$ cat config.mk
export PLATFORM = sky130hd
export DESIGN_NAME = raw_frame_packer
export DESIGN_NICKNAME = d
export VERILOG_FILES = /design/src/rtl/raw_pack_pkg.sv /design/src/rtl/raw_window_counter.sv /design/src/rtl/raw_frame_packer.sv
export SDC_FILE = /design/constraint.sdc
export NUM_CORES = 1
export LEC_CHECK = 0
export ABC_AREA = 1
export CORE_UTILIZATION = 47
export CTS_CLUSTER_DIAMETER = 30
export CTS_CLUSTER_SIZE = 10
export DETAILED_ROUTE_END_ITERATION = 8
export PLACE_DENSITY = 0.69
export SLEW_MARGIN = 5
export SYNTH_ARGS = -nofsm -noshare
export SYNTH_HDL_FRONTEND = slang
export SYNTH_SLANG_ARGS = --single-unit
$ cat constraint.sdc
create_clock -name cmos_pclk -period 3.05 [get_ports cmos_pclk]
set_clock_uncertainty 0.1 [all_clocks]
set_input_delay 0.61 -clock cmos_pclk [delete_from_list [all_inputs] [get_ports cmos_pclk]]
set_output_delay 0.61 -clock cmos_pclk [all_outputs]
set_load 0.1 [all_outputs]
$ cat src/rtl/raw_pack_pkg.sv
// Shared widths and FSM state type for the RAW/Gray frame packer.
package raw_pack_pkg;
  localparam int PIX_W  = 8;
  localparam int WORD_W = 32;
  localparam int CNT_W  = 12;
  localparam int FCNT_W = 16;

  typedef enum logic [1:0] {IDLE, ACTIVE, DROP} state_t;
endpackage

$ cat src/rtl/raw_window_counter.sv
// Sync edge detection, column/row counters and crop-window decode for the
// incoming CMOS pixel stream.
import raw_pack_pkg::*;

module raw_window_counter #(
  parameter logic [CNT_W-1:0] H_START  = 12'd0,
  parameter logic [CNT_W-1:0] H_ACTIVE = 12'd1280,
  parameter logic [CNT_W-1:0] V_START  = 12'd0,
  parameter logic [CNT_W-1:0] V_ACTIVE = 12'd720
) (
  input  logic cmos_pclk,
  input  logic rst_n,
  input  logic in_vsync,
  input  logic in_href,
  output logic vs_rise,
  output logic vs_fall,
  output logic in_window
);

  localparam logic [CNT_W:0] H_LO = {1'b0, H_START};
  localparam logic [CNT_W:0] H_HI = {1'b0, H_START} + {1'b0, H_ACTIVE};
  localparam logic [CNT_W:0] V_LO = {1'b0, V_START};
  localparam logic [CNT_W:0] V_HI = {1'b0, V_START} + {1'b0, V_ACTIVE};

  logic             vs_d;
  logic             hs_d;
  logic [CNT_W-1:0] x;
  logic [CNT_W-1:0] y;
  logic             href_fall;

  assign vs_rise   = in_vsync & ~vs_d;
  assign vs_fall   = ~in_vsync & vs_d;
  assign href_fall = hs_d & ~in_href & in_vsync;

  // vs_d resets high so a frame already running at reset release never
  // looks like a fresh vsync rise.
  always_ff @(posedge cmos_pclk or negedge rst_n) begin
    if (!rst_n) begin
      vs_d <= 1'b1;
      hs_d <= 1'b0;
      x    <= '0;
      y    <= '0;
    end else begin
      vs_d <= in_vsync;
      hs_d <= in_href;
      if (!in_href)
        x <= '0;
      else if (in_vsync && x != '1)
        x <= x + CNT_W'(1);
      if (!in_vsync)
        y <= '0;
      else if (href_fall && y != '1)
        y <= y + CNT_W'(1);
    end
  end

  assign in_window = in_vsync & in_href
                   & ({1'b0, x} >= H_LO) & ({1'b0, x} < H_HI)
                   & ({1'b0, y} >= V_LO) & ({1'b0, y} < V_HI);

endmodule

$ cat src/rtl/raw_frame_packer.sv
// Crops the CMOS pixel stream to a window and packs 4 pixels per 32-bit
// FIFO word; reports frame start/done, frame count and overflow.
import raw_pack_pkg::*;

module raw_frame_packer #(
  parameter logic [CNT_W-1:0] H_START  = 12'd0,
  parameter logic [CNT_W-1:0] H_ACTIVE = 12'd1280,
  parameter logic [CNT_W-1:0] V_START  = 12'd0,
  parameter logic [CNT_W-1:0] V_ACTIVE = 12'd720
) (
  input  logic              cmos_pclk,
  input  logic              rst_n,
  input  logic              in_vsync,
  input  logic              in_href,
  input  logic [PIX_W-1:0]  in_data,
  input  logic              fifo_full,
  output logic              fifo_wr_en,
  output logic [WORD_W-1:0] fifo_wr_data,
  output logic              frame_start,
  output logic              frame_done,
  output logic              overflow,
  output logic [FCNT_W-1:0] frame_cnt
);

  state_t              state, state_nxt;
  logic                vs_rise, vs_fall, in_window;
  logic [1:0]          lane;
  logic [3*PIX_W-1:0]  pack;
  logic                grp_done;
  logic                wr_en_nxt, start_nxt, done_nxt, ovf_nxt;
  logic [WORD_W-1:0]   data_nxt;
  logic [FCNT_W-1:0]   cnt_nxt;

  raw_window_counter #(
    .H_START (H_START),
    .H_ACTIVE(H_ACTIVE),
    .V_START (V_START),
    .V_ACTIVE(V_ACTIVE)
  ) u_win (
    .cmos_pclk(cmos_pclk),
    .rst_n    (rst_n),
    .in_vsync (in_vsync),
    .in_href  (in_href),
    .vs_rise  (vs_rise),
    .vs_fall  (vs_fall),
    .in_window(in_window)
  );

  assign grp_done = in_window && (lane == 2'd3);

  // Lane packer: a partial group is dropped because lane clears with href.
  always_ff @(posedge cmos_pclk or negedge rst_n) begin
    if (!rst_n) begin
      lane <= '0;
      pack <= '0;
    end else if (!in_href) begin
      lane <= '0;
    end else if (in_window) begin
      lane <= lane + 2'd1;
      case (lane)
        2'd0:    pack[PIX_W-1:0]         <= in_data;
        2'd1:    pack[2*PIX_W-1:PIX_W]   <= in_data;
        2'd2:    pack[3*PIX_W-1:2*PIX_W] <= in_data;
        default: ;
      endcase
    end
  end

  always_comb begin
    state_nxt = state;
    wr_en_nxt = 1'b0;
    data_nxt  = fifo_wr_data;
    start_nxt = 1'b0;
    done_nxt  = 1'b0;
    ovf_nxt   = overflow;
    cnt_nxt   = frame_cnt;
    case (state)
      IDLE: begin
        if (vs_rise) begin
          state_nxt = ACTIVE;
          start_nxt = 1'b1;
          ovf_nxt   = 1'b0;
        end
      end
      ACTIVE: begin
        if (vs_fall) begin
          state_nxt = IDLE;
          done_nxt  = 1'b1;
          cnt_nxt   = frame_cnt + FCNT_W'(1);
        end else if (grp_done) begin
          if (!fifo_full) begin
            wr_en_nxt = 1'b1;
            data_nxt  = {in_data, pack};
          end else begin
            ovf_nxt   = 1'b1;
            state_nxt = DROP;
          end
        end
      end
      DROP: begin
        if (vs_fall) begin
          state_nxt = IDLE;
          done_nxt  = 1'b1;
          cnt_nxt   = frame_cnt + FCNT_W'(1);
        end
      end
      default: state_nxt = IDLE;
    endcase
  end

  always_ff @(posedge cmos_pclk or negedge rst_n) begin
    if (!rst_n) begin
      state        <= IDLE;
      fifo_wr_en   <= 1'b0;
      fifo_wr_data <= '0;
      frame_start  <= 1'b0;
      frame_done   <= 1'b0;
      overflow     <= 1'b0;
      frame_cnt    <= '0;
    end else begin
      state        <= state_nxt;
      fifo_wr_en   <= wr_en_nxt;
      fifo_wr_data <= data_nxt;
      frame_start  <= start_nxt;
      frame_done   <= done_nxt;
      overflow     <= ovf_nxt;
      frame_cnt    <= cnt_nxt;
    end
  end

endmodule

# Word-level counts from Yosys, hierarchy flattened
# Cells that the tools add are included.
# W data, S select, Z words.
[op_classes]
addsub = 4
order_cmp = 2
n_eq_ne = 17
muxes = 25
bitwise = 12
reduce_logical = 14
[ops]
columns = ["operator", "count"]
rows = [
  ["$mux W12", 4],
  ["$add A12 B1 Y12 const B", 2],
  ["$ne A12 B12 Y1 const B", 2],
  ["$add A16 B1 Y16 const B", 1],
  ["$mux W2", 7],
  ["$lt A12 B10 Y1 const B", 1],
  ["$lt A12 B11 Y1 const B", 1],
  ["$mux W1", 12],
  ["$ne A2 B1 Y1 const B", 5],
  ["$reduce_and A3 Y1", 3],
  ["$reduce_and A4 Y1", 2],
  ["$and A1 B1 Y1", 7],
  ["$eq A2 B2 Y1 const B", 3],
  ["$ne A2 B2 Y1 const B", 3],
  ["$ne A3 B2 Y1 const B", 2],
  ["$pmux W2 S3", 1],
  ["$not A1 Y1", 5],
  ["$reduce_and A5 Y1", 1],
  ["$eq A2 B1 Y1 const B", 2],
  ["$logic_not A2 Y1", 2],
  ["$logic_and A1 B1 Y1", 3],
  ["$add A2 B1 Y2 const B", 1],
  ["$pmux W1 S2", 1],
  ["$reduce_and A2 Y1", 1],
  ["2 further kinds", 2],
]
[word_totals]
reg_bits = 106
inputBits = 13
out_inout_bits = 52

# Depth between registers and ports, before layout
# Gate-level depths: netlist (run 1).
[depth]
word_depth = 7
depth_mapped = 12
depth_no_buf = 12

# Modules after synthesis
# Synthesis (run 1) repeated with hierarchy kept, for this count alone.
[unflattened]
hier_cells = 610
hier_area_um2 = 5061.1
[modules_own_cells]
columns = ["mod", "instances", "cells_each", "area_each_um2", "seq_area_each_um2"]
rows = [
  ["raw_frame_packer", 1, 368, 3380.7, 2001.9],
  ["raw_window_counter", 1, 242, 1680.4, 651.9],
]

# Worst setup path before layout (run 1)
# OpenSTA, ideal clock, no wires.
[synth_path]
path_kind = "register -> register"
startpoint = "reg frame_cnt[0]"
endpoint = "reg frame_cnt[8]"
setup_time_ns = 0.129
arrival_time_ns = 1.999
setup_slack_ns = 0.823
path_stages_with_launch = 8
cell_sequence = "dfrtp_1 ha_1 inv_1 nor2_1 nand3_1 nor2_1 nand3_1 xor2_1"
[synth_via]
elab_chain_cells = 1
[synth_rtl]
columns = ["element", "line", "source"]
rows = [
  ["from (decl)", "raw_frame_packer.sv:22", "output logic [FCNT_W-1:0] frame_cnt"],
  ["from (signal assigned)", "raw_frame_packer.sv:127", "frame_cnt <= cnt_nxt;"],
  ["$add A16 B1 Y16", "raw_frame_packer.sv:89, raw_frame_packer.sv:104", ""],
]
# No other way between the ends.
# A chain may end at the register's enable or synchronous reset.

# Final worst setup path (run 1)
[layout_path]
startpoint = "in in_vsync"
endpoint = "reg fifo_wr_data[9]"
[layout_via]
elab_chain_cells = 5
elab_cells_between_ends = 8
cone_classes = "6 x bitwise; 2 x reduce/logical"
[layout_rtl]
columns = ["element", "line", "source"]
rows = [
  ["from (decl)", "raw_frame_packer.sv:13", "input logic in_vsync,"],
  ["$and A1 B1 Y1", "raw_window_counter.sv:57", "assign in_window = in_vsync & in_href"],
  ["$and A1 B1 Y1", "raw_window_counter.sv:58", "& ({1'b0, x} >= H_LO) & ({1'b0, x} < H_HI)"],
  ["$and A1 B1 Y1", "raw_window_counter.sv:59", "& ({1'b0, y} >= V_LO) & ({1'b0, y} < V_HI);"],
  ["$logic_and A1 B1 Y1", "raw_frame_packer.sv:49", "assign grp_done = in_window && (lane == 2'd3);"],
  ["$reduce_and A4 Y1 (no source line) *", "--", ""],
  ["to (signal assigned)", "raw_frame_packer.sv:123", "fifo_wr_data <= data_nxt;"],
  ["to (decl)", "raw_frame_packer.sv:18", "output logic [WORD_W-1:0] fifo_wr_data,"],
]
# Every way passes the cells marked *; elsewhere a longest branch is shown, timed or not.

==> results.cfg, run 1 <==
[routing]
first_iter_violations = 189
drtPass1Iterations = 5
vias = 3851
routedWlPerCell_um = 12.0
wl_um = 9650
via_per_inst = 4.77
drc_errors = 0
ant_nets = 0

[grt]
grt_first_pass_wirelength_um = 16800
grt_pass1_vias = 3684
gr-usage-all-layers = 0.192
grt_max_degree = 65
grt_overflow = 0
antenna_found_initial = 0

[synthesis]
synth.distinct_cells = 25
syn_avg_cell_area_sq_um = 8.27
synth.top_cells.by_area = dfrtp_1 53%, nand2_1 11%, inv_1 8.7%, o21ai_1 4.5%, o21ai_0 3.5%
synthCells = 596
syn_nets = 619
synth_top_area_frac = 0.533
synth_top_area_cell = dfrtp_1
synth_seq_area_share = 0.539
synth_warnings = 0
synthFlopType = dfrtp_1
async_reset_ff_frac = 1.00
yosys.cell_count.top_type = nand2_1
synth-edff-count = 0
syn_area_sq_um = 4930
synth_commonest_cells = 142 x nand2_1, 114 x inv_1, 105 x dfrtp_1
ys_seq_elements = 106

[clock_tree]
clkSinkCount = 106
cts_buffer_depth = 2
post_cts.repair.setup_buffers = 0
clock_latency_ns = 0.37
cts_inserted_buffers = 9
ctsHoldBuffers = 0
tritoncts = built
cts.repair.resized = 0
ctsHtreeMaxLevel = 3
clkTransAtPathRegs_ns = 0.10
cts_root_buf = clkbuf_8

[sta]
slew_viol_final = 0
fin_tns_setup_ns = 0
period_needed_ns = 2.25
clock.fmax_ghz = 0.444
finalHoldViolCount = 0
rsz0062_at_grt = false
relSlewSlack = 0.579
fin_crit_sh = 0.739
whs_ns = 0.148
worst_slew_pin_slew_ns = 0.631
setup_viol_count_final = 0

[worst_setup_path]
worst_setup_path_end_kind = register
path_cells = clkdlybuf4s50_1, nor2_2, nor2_1, inv_1, nor2_1, nand2_2, buf_4, nand2_1, o21ai_1, inv_1
startpoint_type = input port
arrival_ns = 2.42
cp_top_family = buffers and inverters
critPathRequiredTime_ns = 3.22
crit_slowest_cell = clkdlybuf4s50_1
cp_slowest_stage_delay_ns = 0.54
critPathKind = input port to register
crit_path_max_fanout = 64
worst-path-buf-inv = 4

[power]
ir_drop_uv = 612
p_leak_nw = 2.86
p_per_area_nw_per_um2 = 594

[floorplanning]
dieHeight_um = 104
die_area_sq_um = 10900
die_x_um = 104
start_util = 0.482
core_area_sq_um = 10200
placementRows = 37
io_pins = 65

[place]
dpl.hpwl_um = 7020
port_buffers = 64
place.gp.congestion = 0.852
placed_area_sq_um = 5600

[layout]
final_layout_size_suffix_gt1_frac = 0.133
fin_area_sq_um = 5790
diodes = 0
utilization = 0.565
nets = 689
area_growth_pct = 17.4
nFillCells = 940

[status]
run_status = completed

[worst_hold_path]
hp-class = input port to async pin

[flow_run]
drv_cap = 0
-- layer usage --
metal / global-route usage / up-vias / part of all wire
met5: 0 / - / 0
met4: 0.0653 / 0 / 0.010
met3: 0.0376 / 9 / 0.034
met2: 0.325 / 62 / 0.50
met1: 0.247 / 1792 / 0.46
li1: - / 1988 / -
-- path summary, 6_finish.rpt --
| check | start | endpoint | slack, ns | cells past startpoint |
|---|---|---|---|---|
| max reg2reg | u_win.y[0] | u_win.y[5] | 0.99 | 11 |
| min reg2reg | pack[20] | fifo_wr_data[20] | 0.39 | 2 |
| max | in_vsync | fifo_wr_data[9] | 0.80 | 10 |
| min in group cmos_pclk | pack[20] | fifo_wr_data[20] | 0.39 | 2 |
| min | rst_n | u_win.x[2] | 0.15 | 1 |
| max in group asynchronous | rst_n | u_win.vs_d | 1.90 | 2 |
-- state kept, by name (all words and copies together), names as in the netlist, 2 cells and up --
| name | cells |
|---|---|
| u_win.y | 12 |
| pack | 24 |
| u_win.x | 12 |
| frame_cnt | 16 |
| fifo_wr_data | 32 |
| lane | 2 |
| state | 2 |
-- cell usage in the layout (no fill, tap or decap), types with 2 or more instances in the layout --
master / synthesis / layout
nand2_2: 6 / 6
xnor2_1: 3 / 3
nor2_2: 4 / 4
nand4_1: 12 / 12
clkbuf_8: 0 / 10
a21oi_1: 5 / 5
inv_1: 114 / 114
nor3b_1: 2 / 2
ha_1: 10 / 10
nand2_1: 142 / 142
clkdlybuf4s50_1: 0 / 11
dfrtp_1: 105 / 105
nor3_1: 11 / 11
inv_2: 3 / 3
nand3_1: 28 / 28
o21bai_1: 2 / 2
inv_6: 0 / 2
o21ai_0: 34 / 34
xor2_1: 16 / 16
clkinv_4: 0 / 2
buf_4: 0 / 59
o21ai_1: 44 / 44
nand3b_1: 2 / 2
nor2_1: 38 / 38
-- logic make-up (layout without fill, tap and decap cells) --
family                     Yosys count  count (layout)  share of synthesized area
adders and majority gates           10              10                     0.0254
xor gates and xnor gates            19              19                     0.0338
and+or+nand+nor                    247             247                      0.214
DFF                                106             106                      0.539
AOI/OAI and AO/OA                   85              85                     0.0874
buffers and inverters              129             204                      0.101
-- power by group --
group          switching, W  leakage, nW  internal, W
Clock              0.000498       0.0964     0.000335
Sequential         0.000127         1.24      0.00158
Combinational      0.000673         1.52     0.000225
-- layout make-up --
cell class	count	area [sq um]	area share
flip-flops and latches	106	2650	0.459
multi-input cells	361	1780	0.307
repair buffers	70	553	0.0956
inverters	118	443	0.0766
well taps	136	170	0.0294
clock buffers	11	141	0.0244
clock inverters	5	46.3	0.00800
-- worst register-to-register path: stages, from the launching register on --
cell      delay (ns)
dfrtp_1         0.46
ha_1            0.26
nand3_1         0.09
nor2_1          0.06
nand2_1         0.10
nor2_1          0.06
nand2_1         0.05
nand2_1         0.08
nand2_1         0.19
clkinv_1        0.29
nand2_1         0.13
o21ai_0         0.09
-- stage by stage --
step | total power, W | std cells | worst slack (ns)
2_1_floorplan | 0.00239 | 596 | 0.823
3_3_place_gp | 0.00261 | 791 | 0.431
3_5_place_dp | 0.00264 | 791 | 0.395
4_1_cts | 0.00347 | 807 | 0.797
5_1_grt | 0.00362 | 807 | 0.560
6_report | 0.00344 | 807 | 0.796
Power figures use the tool's default switching activity.
==> run 2: changes to the inputs <==
Settings changed: PLACE_DENSITY 0.69 to 0.71.
Clock period 3.05 ns to 1.8 ns, I/O delays scaled along.
==> run 2 against run 1 <==
  * Global-route usage increased by 1.3 points
  * Clock power increased by 69%
  * Combinational power increased by 120%
  * Sequential share of layout area decreased by 7.7 points
  * Setup slack got worse by 0.74 ns
  * Cell area increased by 21%
  * Flip-flop and latch count unchanged
  * Cell count increased by 4.5%
  * Critical path type is now register to register
  * Largest cell class unchanged
==> results.cfg, run 2 (synthesis results as in run 1) <==
[status]
run_status = completed

[sta]
slew_viol_final = 0
period_needed_ns = 1.74
finalHoldViolCount = 0
setup_slack_ns = 0.0583
clock.fmax_ghz = 0.574
worst_slew_pin_slew_ns = 0.420
rsz0062_at_grt = true
fin_crit_sh = 0.968
relSlewSlack = 0.720
whs_ns = 0.331
setup_viol_count_final = 0

[clock_tree]
clkSinkCount = 106
clock_latency_ns = 0.37
cts_buffer_depth = 2
cts_root_buf = clkbuf_8
tritoncts = built
ctsHtreeMaxLevel = 3
cts_inserted_buffers = 9
clkTransAtPathRegs_ns = 0.11

[grt]
grt_first_pass_wirelength_um = 18100
grt_pass1_vias = 4052
gr-usage-all-layers = 0.206
antenna_found_initial = 0
grt_overflow = 0
grt_max_degree = 51

[power]
total_power_w = 0.00636
ir_drop_uv = 514
p_leak_nw = 3.40
p_per_area_nw_per_um2 = 906

[routing]
vias = 4133
first_iter_violations = 121
via_per_inst = 4.90
ant_nets = 0
drc_errors = 0
routedWlPerCell_um = 13.2
wl_um = 11200
drtPass1Iterations = 6

[floorplanning]
die_area_sq_um = 10900
placementRows = 37
start_util = 0.482
die_x_um = 104
io_pins = 65
core_area_sq_um = 10200
dieHeight_um = 104

[worst_setup_path]
critPathKind = register to register
timing.critical_path.from = state[0]
startpoint_type = register
arrival_ns = 1.92
timing.rr.start = state[0]
crit_path_max_fanout = 5
worst_setup_path_end_kind = register
critPathRequiredTime_ns = 1.98

[layout]
top_register = fifo_wr_data
final_cell_mix = 133 x nand2_1, 109 x inv_1, 96 x dfrtp_1
fin_area_sq_um = 7020
diodes = 0
largest_register_ffs = 32
layout_commonest_cell = nand2_1
nets = 725
final_cells = 843
reg_top3 = fifo_wr_data (32), pack (24), frame_cnt (16)
final_layout_size_suffix_gt1_frac = 0.243
area_growth_pct = 42.6
nFillCells = 786

[place]
port_buffers = 64
placed_area_sq_um = 6450
place.gp.congestion = 0.851
placed_cells = 809
dpl.hpwl_um = 7820
pre_cts_ws_ns = -0.359

[worst_hold_path]
hp-class = input port to register
min_from = in_vsync

[flow_run]
drv_cap = 0
==> run 2: cell type report <==
type                       instances  area (sq um)  area share
sequential                       106          2680       0.382
timing repair buffer             106          1560       0.222
multi-input combinational        361          1970       0.281
clock inverter                     7          65.1     0.00926
tap                              136           170      0.0242
clock buffer                       9           124      0.0176
inverter                         118           449      0.0639
==> run 2: path summary, 6_finish.rpt <==
kind | slack [ns] | end | cells past startpoint
min in group asynchronous | 0.36 | fifo_wr_data[18] | 2
max in group asynchronous | 0.66 | u_win.vs_d | 3
worst max-delay path | 0.06 | frame_cnt[13] | 9
worst min register to register | 0.38 | fifo_wr_data[15] | 2
worst max register to register | 0.06 | frame_cnt[13] | 9
worst min-delay path | 0.33 | frame_start | 2
==> run 2: what timing repair did <==
| action | 4_1_cts | 5_1_grt |
|---|---|---|
| cloned | 0 | 3 |
| hold buffers | 1 | 0 |
| setup buffers | 1 | 13 |
| gates resized for setup | 6 | 53 |
| hold endpoints to repair | 28 | 0 |
| pin swaps | 0 | 13 |
| endpoints found under the setup margin | 17 | 66 |
==> run 2: through the flow <==
step / setup TNS (ns) / utilization
2_1_floorplan: 0 / -
3_3_place_gp: -19.95 / 0.630
3_5_place_dp: -22.37 / 0.630
4_1_cts: 0 / 0.652
5_1_grt: -1.19 / 0.687
6_report: 0 / 0.687
==> run 2: per-layer routing <==
layer,wire (um),share of wire,track usage
met1,4500,0.40,0.234
met2,6170,0.55,0.380
met3,311,0.028,0.0470
met4,172,0.015,0.0633
met5,0,0,0
==> run 2: report_power, final <==
| group | total (W) | switching [W] | internal, W |
|---|---|---|---|
| Clock | 0.00141 | 0.000867 | 0.000543 |
| Sequential | 0.00297 | 0.000274 | 0.00270 |
| Combinational | 0.00198 | 0.00125 | 0.000729 |
==> run 2: worst max-delay path: stages (launching register included) <==
cell,delay [ns]
dfrtp_1,0.40
inv_1,0.11
ha_4,0.28
nand2_4,0.06
nor2_4,0.13
nand4_1,0.17
nor2_4,0.21
nand3_1,0.09
nand2_1,0.07
nand2_1,0.05
==> run 3: changes to the inputs <==
Settings changed: CAP_MARGIN from default to 25, CORE_ASPECT_RATIO from default to 2.
==> run 3 against run 2 <==
  * Routed wire length increased by 15%
  * Flip-flop and latch count unchanged
  * Register-to-register slack lost 0.04 ns
  * Count of clock-buffer cells in the layout did not move
  * Global-route usage grew 2.6 points
  * Core utilization rose by 2.7 points
  * Non-clock buffer count up 9
  * Total power rose by 9.7%
  * Critical endpoint is now fifo_wr_data[0]
  * Largest power group unchanged
==> results.cfg, run 3 (synthesis results as in run 1) <==
[power]
switching_share = 0.363
p_int_w = 0.00444
p_per_area_nw_per_um2 = 964
p_clk_frac = 0.281
total_power_w = 0.00698
power_switching_w = 0.00254
p_seq_frac = 0.431
ir_drop_uv = 617
p_comb_frac = 0.289
p_leak_nw = 3.54

[worst_setup_path]
regToRegSetupSlack_ns = 0.02
r2r-end = fifo_wr_data[0]
arrival_ns = 1.92
startpoint_type = register
worst_setup_path_end_kind = register
timing.rr.start = state[1]
r2r_cells = 10
critPathKind = register to register
critPathRequiredTime_ns = 1.95
crit_path_max_fanout = 16

[routing]
wl_um = 12900
first_iter_violations = 308
drtPass1Iterations = 6
ant_nets = 0
via_per_inst = 5.13
vias = 4362
drc_errors = 0
routedWlPerCell_um = 15.1

[layout]
area_growth_pct = 47.0
fin_area_sq_um = 7240
nFillCells = 736
top_register = fifo_wr_data
final_layout_size_suffix_gt1_frac = 0.270
diodes = 0
largest_register_ffs = 32
layout_commonest_cell = nand2_1
reg_top3 = fifo_wr_data (32), pack (24), frame_cnt (16)
nets = 734
final_cell_mix = 129 x nand2_1, 107 x inv_1, 94 x dfrtp_1

[place]
port_buffers = 64
dpl.hpwl_um = 8690
place.gp.congestion = 0.831
placed_area_sq_um = 6500

[worst_hold_path]
min_from = in_vsync
whs_path_depth = 2
hp-class = input port to register
whs_endpoint = u_win.vs_d

[grt]
grt_overflow = 0
grt_max_degree = 65
antenna_found_initial = 0
grt_pass1_vias = 4284
grt_first_pass_wirelength_um = 19100
gr-usage-all-layers = 0.231

[sta]
fin_crit_sh = 0.988
finalHoldViolCount = 0
clock.fmax_ghz = 0.562
fin_tns_setup_ns = 0
period_needed_ns = 1.78
slew_viol_final = 0
setup_viol_count_final = 0
rsz0062_at_grt = true
relSlewSlack = 0.667
worst_slew_pin_slew_ns = 0.495
whs_ns = 0.241

[clock_tree]
cts_root_buf = clkbuf_16
tritoncts = built
clkSinkCount = 106
clock_latency_ns = 0.35
ctsHtreeMaxLevel = 3
cts_buffer_depth = 2
clkTransAtPathRegs_ns = 0.07
cts_inserted_buffers = 9

[floorplanning]
dieHeight_um = 147
placementRows = 52
die_area_sq_um = 10900
io_pins = 65
core_area_sq_um = 10100
start_util = 0.485
die_x_um = 74.4

[status]
run_status = completed

[flow_run]
drv_cap = 0
-- run 3: changes by cell type in the layout (fill, tap and decap cells not counted), sizes merged --
cell,change
clkinv,-3
buf,+9
inv,+3
-- run 3: layer usage --
layer  track usage  vias to the layer above  routed length [um]
met5             0                        -                   0
met2         0.448                      145                7710
met3        0.0405                       35                 410
li1              -                     2072                   -
met1         0.220                     2110                4320
met4         0.107                        0                 422
-- run 3: timing repair --
| action | CTS | global route |
|---|---|---|
| hold endpoints to repair | 25 | 0 |
| resized for setup | 12 | 66 |
| hold buffers | 1 | 0 |
| cloned | 0 | 4 |
| pin swaps | 4 | 20 |
| buffers inserted | 8 | 9 |
| endpoints found under the setup margin | 20 | 78 |
-- run 3: metrics by stage --
stage	utilization	instances	setup WS, ns
floorplan	-	596	0.000849
global placement	0.640	813	-0.302
detailed placement	0.640	813	-0.372
CTS	0.679	838	-0.0132
global route	0.713	851	-0.0938
finish	0.713	851	0.0211
-- run 3: how the worst max path moves through the flow --
stage / from / end / slack, ns / cells past startpoint
CTS: state[0] / frame_cnt[8] / -0.01 / 8
detailed placement: in_vsync / frame_cnt[14] / -0.37 / 8
global placement: in_vsync / frame_cnt[14] / -0.30 / 8
finish: state[1] / fifo_wr_data[0] / 0.02 / 10
floorplan: frame_cnt[2] / frame_cnt[13] / 0.0008 / 7
global route: u_win.y[11] / fifo_wr_data[0] / -0.09 / 9
-- run 3: area by class of cell --
class,count,area (sq um),area share
inverters,118,453,0.0626
repair buffers,115,1660,0.229
clock inverters,7,66.3,0.00916
well taps,135,169,0.0233
multi-input cells,361,1990,0.275
clock buffers,9,225,0.0311
flip-flops and latches,106,2680,0.370
-- run 3: power by group through the flow --
stage	registers, W	logic (W)	clock network (W)
after global routing	0.00303	0.00216	0.00206
after CTS	0.00297	0.00187	0.00197
final	0.00300	0.00201	0.00196
after floorplan	0.00358	0.000497	0
after detailed placement	0.00301	0.00186	0
after global placement	0.00299	0.00180	0
-- run 3: critical path, cell delays in order, from the launching register on --
cell,delay [ns]
dfrtp_1,0.41
inv_2,0.11
ha_4,0.14
inv_2,0.05
nor2_2,0.09
inv_1,0.07
nor2_2,0.15
nand2_4,0.13
buf_12,0.18
o21ai_1,0.16
inv_1,0.07
